File: src/rtl/ysyx_22051013_axi_rd_arbiter_pkg.sv
// Shared widths, arbiter state encoding and master identifiers for the
// IFU/LSU AXI read-channel arbiter.
package ysyx_22051013_axi_rd_arbiter_pkg;

    localparam int ADDR_W = 64;
    localparam int DATA_W = 64;
    localparam int RESP_W = 2;

    typedef enum logic [1:0] {
        ARB_IDLE = 2'd0,
        ARB_AR   = 2'd1,
        ARB_R    = 2'd2
    } arb_state_e;

    typedef enum logic {
        MST_IFU = 1'b0,
        MST_LSU = 1'b1
    } mst_e;

endpackage

File: src/rtl/ysyx_22051013_axi_rd_arbiter_rr_arb2.sv
// Two-way round-robin pick between IFU and LSU; purely combinational, the
// caller owns the last_grant register.
module ysyx_22051013_rr_arb2
    import ysyx_22051013_axi_rd_arbiter_pkg::*;
(
    input  logic ifu_req,
    input  logic lsu_req,
    input  mst_e last_grant,
    output logic gnt_vld,
    output mst_e gnt
);

    always_comb begin
        gnt_vld = ifu_req | lsu_req;
        gnt     = MST_IFU;
        if (ifu_req && lsu_req) begin
            // On a tie the master that did not win last time goes first.
            if (last_grant == MST_LSU) begin
                gnt = MST_IFU;
            end else begin
                gnt = MST_LSU;
            end
        end else if (lsu_req) begin
            gnt = MST_LSU;
        end
    end

endmodule

File: src/rtl/ysyx_22051013_axi_rd_arbiter.sv
// Shares one AXI read slave between IFU and LSU, one transaction at a time:
// IDLE arbitrates, AR forwards the address phase, R forwards the data beat.
module ysyx_22051013_axi_rd_arbiter
    import ysyx_22051013_axi_rd_arbiter_pkg::*;
(
    input  logic              clk,
    input  logic              rst,

    input  logic [ADDR_W-1:0] ifu_ar_addr,
    input  logic              ifu_ar_valid,
    output logic              ifu_ar_ready,
    output logic [DATA_W-1:0] ifu_r_data,
    output logic [RESP_W-1:0] ifu_r_resp,
    output logic              ifu_r_valid,
    input  logic              ifu_r_ready,

    input  logic [ADDR_W-1:0] lsu_ar_addr,
    input  logic              lsu_ar_valid,
    output logic              lsu_ar_ready,
    output logic [DATA_W-1:0] lsu_r_data,
    output logic [RESP_W-1:0] lsu_r_resp,
    output logic              lsu_r_valid,
    input  logic              lsu_r_ready,

    output logic [ADDR_W-1:0] mem_ar_addr,
    output logic              mem_ar_valid,
    input  logic              mem_ar_ready,
    input  logic [DATA_W-1:0] mem_r_data,
    input  logic [RESP_W-1:0] mem_r_resp,
    input  logic              mem_r_valid,
    output logic              mem_r_ready
);

    arb_state_e state_q, state_d;
    mst_e       grant_q, grant_d;
    mst_e       last_grant_q, last_grant_d;

    logic       pick_vld;
    mst_e       pick;

    logic              sel_ar_valid;
    logic [ADDR_W-1:0] sel_ar_addr;
    logic              sel_r_ready;

    ysyx_22051013_rr_arb2 u_rr_arb2 (
        .ifu_req    (ifu_ar_valid),
        .lsu_req    (lsu_ar_valid),
        .last_grant (last_grant_q),
        .gnt_vld    (pick_vld),
        .gnt        (pick)
    );

    always_ff @(posedge clk) begin
        if (rst) begin
            state_q      <= ARB_IDLE;
            grant_q      <= MST_IFU;
            last_grant_q <= MST_LSU;
        end else begin
            state_q      <= state_d;
            grant_q      <= grant_d;
            last_grant_q <= last_grant_d;
        end
    end

    always_comb begin
        sel_ar_valid = (grant_q == MST_LSU) ? lsu_ar_valid : ifu_ar_valid;
        sel_ar_addr  = (grant_q == MST_LSU) ? lsu_ar_addr  : ifu_ar_addr;
        sel_r_ready  = (grant_q == MST_LSU) ? lsu_r_ready  : ifu_r_ready;
    end

    always_comb begin
        state_d      = state_q;
        grant_d      = grant_q;
        last_grant_d = last_grant_q;

        ifu_ar_ready = 1'b0;
        ifu_r_valid  = 1'b0;
        ifu_r_data   = '0;
        ifu_r_resp   = '0;
        lsu_ar_ready = 1'b0;
        lsu_r_valid  = 1'b0;
        lsu_r_data   = '0;
        lsu_r_resp   = '0;
        mem_ar_addr  = '0;
        mem_ar_valid = 1'b0;
        mem_r_ready  = 1'b0;

        unique case (state_q)
            ARB_IDLE: begin
                if (pick_vld) begin
                    grant_d      = pick;
                    last_grant_d = pick;
                    state_d      = ARB_AR;
                end
            end
            ARB_AR: begin
                // A master withdrawing its request here just idles the slave.
                mem_ar_addr  = sel_ar_addr;
                mem_ar_valid = sel_ar_valid;
                if (grant_q == MST_LSU) begin
                    lsu_ar_ready = mem_ar_ready;
                end else begin
                    ifu_ar_ready = mem_ar_ready;
                end
                if (sel_ar_valid && mem_ar_ready) begin
                    state_d = ARB_R;
                end
            end
            ARB_R: begin
                mem_r_ready = sel_r_ready;
                if (grant_q == MST_LSU) begin
                    lsu_r_valid = mem_r_valid;
                    lsu_r_data  = mem_r_data;
                    lsu_r_resp  = mem_r_resp;
                end else begin
                    ifu_r_valid = mem_r_valid;
                    ifu_r_data  = mem_r_data;
                    ifu_r_resp  = mem_r_resp;
                end
                if (mem_r_valid && sel_r_ready) begin
                    state_d = ARB_IDLE;
                end
            end
            default: begin
                state_d = ARB_IDLE;
            end
        endcase
    end

endmodule
File: config.mk
export PLATFORM = sky130hd
export DESIGN_NAME = ysyx_22051013_axi_rd_arbiter
export DESIGN_NICKNAME = d
export VERILOG_FILES = /design/src/rtl/ysyx_22051013_axi_rd_arbiter_pkg.sv /design/src/rtl/ysyx_22051013_axi_rd_arbiter_rr_arb2.sv /design/src/rtl/ysyx_22051013_axi_rd_arbiter.sv
export SDC_FILE = /design/constraint.sdc
export NUM_CORES = 1
export LEC_CHECK = 0
export ABC_AREA = 1
export CORE_AREA = 4 4 154 156
export DETAILED_ROUTE_END_ITERATION = 6
export DIE_AREA = 0 0 158 160
export HOLD_SLACK_MARGIN = 0.02
export PLACE_DENSITY_LB_ADDON = 0.25
export SLEW_MARGIN = 20
export SYNTH_ARGS = -nofsm -noshare
export SYNTH_HDL_FRONTEND = slang
export SYNTH_SLANG_ARGS = --single-unit
File: constraint.sdc
create_clock -name clk -period 2.7 [get_ports clk]
set_clock_uncertainty 0.15 [all_clocks]
set_input_delay 0.81 -clock clk [delete_from_list [all_inputs] [get_ports clk]]
set_output_delay 0.81 -clock clk [all_outputs]
set_load 0.01 [all_outputs]
### Word-level counts from Yosys, hierarchy flattened

Index checks and enable logic that the tools add are counted.

| word-level totals | value |
|---|---|
| register bits | 4 |
| input bits | 202 |
| logic and storage cells | 44 |

| cells by class | value |
|---|---|
| bitwise logic cells | 1 |
| reduce and logical (&&, ||, !) cells | 6 |
| equality and inequality tests | 5 |
| mux-type cells | 29 |

Operator list:

| cell | number |
|---|---|
| $mux W64 | 6 |
| $mux W1 | 15 |
| $mux W2 | 7 |
| $ne A2 B2 Y1 const B | 3 |
| $pmux W2 S3 | 1 |
| $logic_and A1 B1 Y1 | 3 |
| $reduce_and A3 Y1 | 1 |
| $eq A2 B1 Y1 const B | 1 |
| $eq A2 B2 Y1 const B | 1 |
| $logic_not A2 Y1 | 1 |
| $reduce_and A2 Y1 | 1 |
| $or A1 B1 Y1 | 1 |

### Logic depth before layout (Yosys ltp)

| depth | value |
|---|---|
| depth in word-level cells | 4 |
| gate-level depth with buffers | 7 |

### Cells and area by module

From an unflattened synthesis, not the netlist that was laid out.

| second synthesis, totals | value |
|---|---|
| cells, all modules | 472 |
| area, all modules | 2119.5 um^2 |

By module, submodules not included:

| module | sequential area each (um^2) | area each (um^2) | cells each | instances |
|---|---|---|---|---|
| ysyx_22051013_axi_rd_arbiter | 80.1 | 2104.5 | 469 | 1 |
| ysyx_22051013_rr_arb2 | 0.0 | 15.0 | 3 | 1 |

### Worst setup path before layout

OpenSTA, ideal clock, no wires.

| timing path | value |
|---|---|
| path type | input-to-output |
| start point | in mem_ar_ready |
| end point | out ifu_ar_ready |
| required time | 1.740 ns |
| arrival time | 1.133 ns |
| path buffers | 0 |
| path slack | 0.607 ns |
| cell stages on the path | 2 |
| path through | inv_1 -> nor3_1 |

| on the way | value |
|---|---|
| word-level cells in the longest chain between the ends | 2 |

RTL lines:

| item | line | source |
|---|---|---|
| from (decl) | ysyx_22051013_axi_rd_arbiter.sv:27 | `input logic mem_ar_ready,` |
| $mux W1 | ysyx_22051013_axi_rd_arbiter.sv:100 | `if (grant_q == MST_LSU) begin` |
| $mux W1 | ysyx_22051013_axi_rd_arbiter.sv:88 | `unique case (state_q)` |
| to (decl) | ysyx_22051013_axi_rd_arbiter.sv:11 | `output logic ifu_ar_ready,` |

Every way passes these cells.

### Worst setup path after layout

| timing path | value |
|---|---|
| start point | in lsu_ar_addr[52] |
| end point | out mem_ar_addr[52] |

| on the way | value |
|---|---|
| word-level cells in the longest chain between the ends | 2 |

RTL lines:

| item | line | source |
|---|---|---|
| from (decl) | ysyx_22051013_axi_rd_arbiter.sv:17 | `input logic [ADDR_W-1:0] lsu_ar_addr,` |
| $mux W64 | ysyx_22051013_axi_rd_arbiter.sv:67 | `sel_ar_addr = (grant_q == MST_LSU) ? lsu_ar_addr : ifu_ar_addr;` |
| $mux W64 | ysyx_22051013_axi_rd_arbiter.sv:88 |  |
| to (decl) | ysyx_22051013_axi_rd_arbiter.sv:25 | `output logic [ADDR_W-1:0] mem_ar_addr,` |

Every way passes these cells.

==> flow_summary.html <==
<table>
<tr><th>Metric</th><th>Value</th></tr>
<tr><th colspan="2">Outcome</th></tr>
<tr><td>Outcome</td><td>finished, final reports clean</td></tr>
<tr><th colspan="2">Drt</th></tr>
<tr><td>Final ANT Viol Nets</td><td>0</td></tr>
<tr><td>First drt pass iteration count</td><td>4</td></tr>
<tr><td>Number of vias in the routed layout</td><td>4097</td></tr>
<tr><td>DRC Markers</td><td>0</td></tr>
<tr><td>Total wirelength of the detailed-routed design</td><td>15600 um</td></tr>
<tr><td>Drt first-iter violations</td><td>~190</td></tr>
<tr><td>Per-cell via count in the routed design</td><td>about 3.6</td></tr>
<tr><td>Detail-routed net length per standard cell</td><td>13.7 um</td></tr>
<tr><th colspan="2">GRT</th></tr>
<tr><td>Global-route wire length before repair</td><td>22100 um</td></tr>
<tr><td>Number of antenna violations at the first check in global routing</td><td>2</td></tr>
<tr><td>Largest net degree at the start of global routing</td><td>69</td></tr>
<tr><td>GRT Residual Overflow</td><td>0</td></tr>
<tr><td>Total GRT Usage</td><td>11.1%</td></tr>
<tr><td>Vias in the first global route</td><td>roughly 3900</td></tr>
<tr><th colspan="2">Die</th></tr>
<tr><td>Die boundary width</td><td>between 150 and 200 um</td></tr>
<tr><td>Initial cell density of the core</td><td>9.54%</td></tr>
<tr><td>Area of the core</td><td>22400 um2</td></tr>
<tr><td>Die height</td><td>160 um</td></tr>
<tr><td>IO Count</td><td>404</td></tr>
<tr><td>Die ar.</td><td>around 25000 um2</td></tr>
<tr><td>Standard-cell rows</td><td>55</td></tr>
<tr><th colspan="2">Clocking</th></tr>
<tr><td>Clock-pin slew of the registers on the worst-case setup and hold paths</td><td>0.03 ns</td></tr>
<tr><td>CTS sink count</td><td>4</td></tr>
<tr><td>Clk_lat worst skew</td><td>0.23 ns</td></tr>
<tr><td>CTS tree</td><td>built</td></tr>
<tr><td>Number of CTS-inserted buffers</td><td>3</td></tr>
<tr><td>Buffers inserted by post-CTS timing repair</td><td>0</td></tr>
<tr><td>Clock root buffer</td><td>clkbuf_16</td></tr>
<tr><td>Depth of the CTS H-tree</td><td>1</td></tr>
<tr><td>Max Root-Sink Buffers</td><td>2</td></tr>
<tr><th colspan="2">Yosys</th></tr>
<tr><td>Mean instance size in the synthesized netlist</td><td>about 4.5 um2</td></tr>
<tr><td>Synthesis-stage register bit count</td><td>4</td></tr>
<tr><td>Post-Synthesis Net Count</td><td>672</td></tr>
<tr><td>Post-synthesis cell type count</td><td>17</td></tr>
<tr><td>Cell area after synthesis</td><td>approximately 2100 um2</td></tr>
<tr><td>Yosys synthesis warning count</td><td>0</td></tr>
<tr><td>Gate Count Post-Synth</td><td>470</td></tr>
<tr><td>Sequential share of the synthesized area</td><td>3.75%</td></tr>
<tr><th colspan="2">Critical path</th></tr>
<tr><td>Worst Path Max Fanout</td><td>1</td></tr>
<tr><td>Master of the slowest instance on the critical path</td><td>clkdlybuf4s50_1</td></tr>
<tr><td>Worst r2r path cells</td><td>7</td></tr>
<tr><td>R2R Path End</td><td>state_q[1]</td></tr>
<tr><td>Slack of the worst reg-to-reg path</td><td>1.21 ns</td></tr>
<tr><td>Launch point of the worst reg-to-reg path</td><td>grant_q</td></tr>
<tr><td>Data required time of the critical path</td><td>about 1.7 ns</td></tr>
<tr><td>Type of destination of the critical path</td><td>output port</td></tr>
<tr><td>Ordered cell list for the critical path</td><td>clkdlybuf4s50_1 -&gt; nand2_1 -&gt; a21oi_2 -&gt; clkdlybuf4s15_2</td></tr>
<tr><td>Worst path arrival time</td><td>1.72 ns</td></tr>
<tr><td>Largest stage delay on the critical path</td><td>between 0.4 and 0.5 ns</td></tr>
<tr><td>Kind of critical path</td><td>input pin to output port</td></tr>
<tr><td>Startpoint Class</td><td>input pin</td></tr>
<tr><th colspan="2">Timing</th></tr>
<tr><td>RSZ-0062 raised after global routing</td><td>yes</td></tr>
<tr><td>Number of endpoints failing setup at the final stage</td><td>0</td></tr>
<tr><td>Slew HR</td><td>73.1%</td></tr>
<tr><td>Time the worst path needs with I/O delays and setup</td><td>around 2.7 ns</td></tr>
<tr><td>Period Utilization, post-route</td><td>between 90% and 100%</td></tr>
<tr><td>Pins Over Slew Limit</td><td>0</td></tr>
<tr><td>Achievable Freq</td><td>0.373 GHz</td></tr>
<tr><td>Setup slack after layout</td><td>0.0191 ns</td></tr>
<tr><td>Actual transition at the worst max-transition pin</td><td>0.404 ns</td></tr>
<tr><td>Hold Fails Final Rpt</td><td>0</td></tr>
<tr><th colspan="2">Layout</th></tr>
<tr><td>Fraction of layout cells with a size suffix above 1</td><td>18.3%</td></tr>
<tr><td>Final #Nets</td><td>1061</td></tr>
<tr><td>Final Instance Area</td><td>6070 um2</td></tr>
<tr><td>Area added between synthesis and finish</td><td>184%</td></tr>
<tr><td>Number of diodes</td><td>0</td></tr>
<tr><td>Post-Route Utilization</td><td>27.1%</td></tr>
<tr><td>Final standard cell count with taps included and fillers excluded</td><td>1142</td></tr>
<tr><th colspan="2">Placement</th></tr>
<tr><td>Dpl ws</td><td>-0.660 ns</td></tr>
<tr><td>Placed inst area</td><td>between 6000 and 7000 um2</td></tr>
<tr><td>Detailed placer's ending HPWL</td><td>13200 um</td></tr>
<tr><td>Placer congestion estimate</td><td>0.795</td></tr>
<tr><td>Number of instances in the placed design</td><td>1139</td></tr>
<tr><td>Number of port buffers</td><td>403</td></tr>
<tr><th colspan="2">Power and ir drop</th></tr>
<tr><td>Pwr per Cell Area</td><td>219 nW/um2</td></tr>
<tr><td>Worst VDD drop</td><td>198 uV</td></tr>
<tr><td>Share of power burned in the clock network</td><td>approximately 18%</td></tr>
<tr><td>Net load switching power</td><td>555 uW</td></tr>
<tr><td>Sw frac</td><td>41.8%</td></tr>
<tr><td>Internal</td><td>about 770 uW</td></tr>
<tr><td>Sum of internal, switching and leakage power</td><td>1.33 mW</td></tr>
<tr><td>Sequential share of power</td><td>5.8%</td></tr>
<tr><td>Leakage power summed over all cells</td><td>about 3.3 nW</td></tr>
<tr><td>Logic pwr share</td><td>76.7%</td></tr>
<tr><th colspan="2">Worst hold path</th></tr>
<tr><td>Critical hold path startpoint</td><td>last_grant_q</td></tr>
<tr><td>Worst hold path endpoint</td><td>last_grant_q</td></tr>
<tr><td>Worst hold stages</td><td>2</td></tr>
<tr><td>Hold Path Class</td><td>register to register</td></tr>
<tr><th colspan="2">Flow run</th></tr>
<tr><td>Max-capacitance violation count</td><td>0</td></tr>
</table>
==> synth_stat cells (all sizes together) <==
cell type / count / area, um2
nand2: 141 / 529
and3: 1 / 6.26
a21oi: 67 / 335
o21ai: 1 / 5.00
nor3: 2 / 10.0
nor2: 138 / 601
clkbuf: 3 / 11.3
buf: 33 / 250
nand3: 4 / 20.0
dfxtp: 4 / 80.1
inv: 76 / 285
==> routing by layer <==
| layer | share of wire, % | GRT usage [%] | wire, um | up-vias |
|---|---|---|---|---|
| met2 | 52 | 21.7 | 8090 | 232 |
| met4 | 1.3 | 2.06 | 198 | 2 |
| li1 | - | - | - | 2150 |
| met1 | 35 | 11.7 | 5530 | 1699 |
| met3 | 11 | 3.14 | 1760 | 14 |
| met5 | 0.083 | 0 | 13 | - |
==> cell families after synthesis <==
| logic type | after synthesis | synth area share, % |
|---|---|---|
| buffers and inverters | 112 | 25.6 |
| and+or+nand+nor | 286 | 54.7 |
| AOI/OAI and AO/OA | 68 | 16.0 |
| DFF | 4 | 3.75 |
==> critical path, delay by kind of cell <==
family / cells / cell delay, ns
AOI/OAI and AO/OA: 1 / 0.15
buffers and inverters: 2 / 0.70
and+or+nand+nor: 1 / 0.06
==> state kept, by name (all words and copies together), names as in the netlist <==
| signal | cells |
|---|---|
| last_grant_q | 1 |
| grant_q | 1 |
| state_q | 2 |
==> through the flow <==
stage,setup TNS (ns),hold WS [ns]
6_report,0,0.314
5_1_grt,-0.0193,0.352
4_1_cts,0,0.318
3_5_place_dp,-51.16,0.305
3_3_place_gp,-51.16,0.303
2_1_floorplan,0,0.279
==> cells in the final DEF (no fill, tap or decap) <==
| cell type | count |
|---|---|
| a21oi_1 | 58 |
| a21oi_2 | 9 |
| and3_1 | 1 |
| buf_12 | 6 |
| buf_2 | 23 |
| buf_4 | 12 |
| clkbuf_16 | 3 |
| clkbuf_2 | 63 |
| clkdlybuf4s15_1 | 39 |
| clkdlybuf4s15_2 | 2 |
| clkdlybuf4s50_1 | 197 |
| dfxtp_1 | 3 |
| dfxtp_2 | 1 |
| dlygate4sd2_1 | 78 |
| inv_1 | 73 |
| inv_2 | 3 |
| nand2_1 | 138 |
| nand2_2 | 3 |
| nand3_1 | 4 |
| nor2_1 | 107 |
| nor2_2 | 30 |
| nor2_4 | 1 |
| nor3_1 | 1 |
| nor3_4 | 1 |
| o21ai_0 | 1 |
==> power by group through the flow <==
stage	Clock (mW)	Sequential, mW	Combinational [mW]
floorplan	0	0.0726	0.454
global placement	0	0.0775	1.18
detailed placement	0	0.0779	1.17
CTS	0.239	0.0773	1.07
global route	0.245	0.0785	1.12
finish	0.233	0.0768	1.02
==> final cells by class <==
cell class / count / area, um2
Clock buffer: 3 / 75.1
Fill cell: 2592 / 16300
Tap cell: 285 / 357
Inverter: 76 / 285
Timing Repair Buffer: 420 / 3710
Multi-Input combinational cell: 354 / 1560
Sequential cell: 4 / 81.3
==> what timing repair did <==
| action | CTS | global route |
|---|---|---|
| hold buffers | 0 | 0 |
| pin swaps | 1 | 3 |
| gates resized for setup | 301 | 157 |
| endpoints found under the setup margin | 202 | 117 |
==> worst max path at each step <==
stage,cells after the start,startpoint,slack (ns),end
after floorplan,2,mem_ar_ready,0.61,ifu_ar_ready
after global placement,5,mem_ar_ready,-0.65,lsu_ar_ready
after detailed placement,5,mem_ar_ready,-0.66,lsu_ar_ready
after CTS,4,lsu_ar_addr[30],0.00002,mem_ar_addr[30]
after global routing,4,lsu_ar_addr[52],-0.02,mem_ar_addr[52]
final,4,lsu_ar_addr[52],0.02,mem_ar_addr[52]
Power figures use the tool's default switching activity.
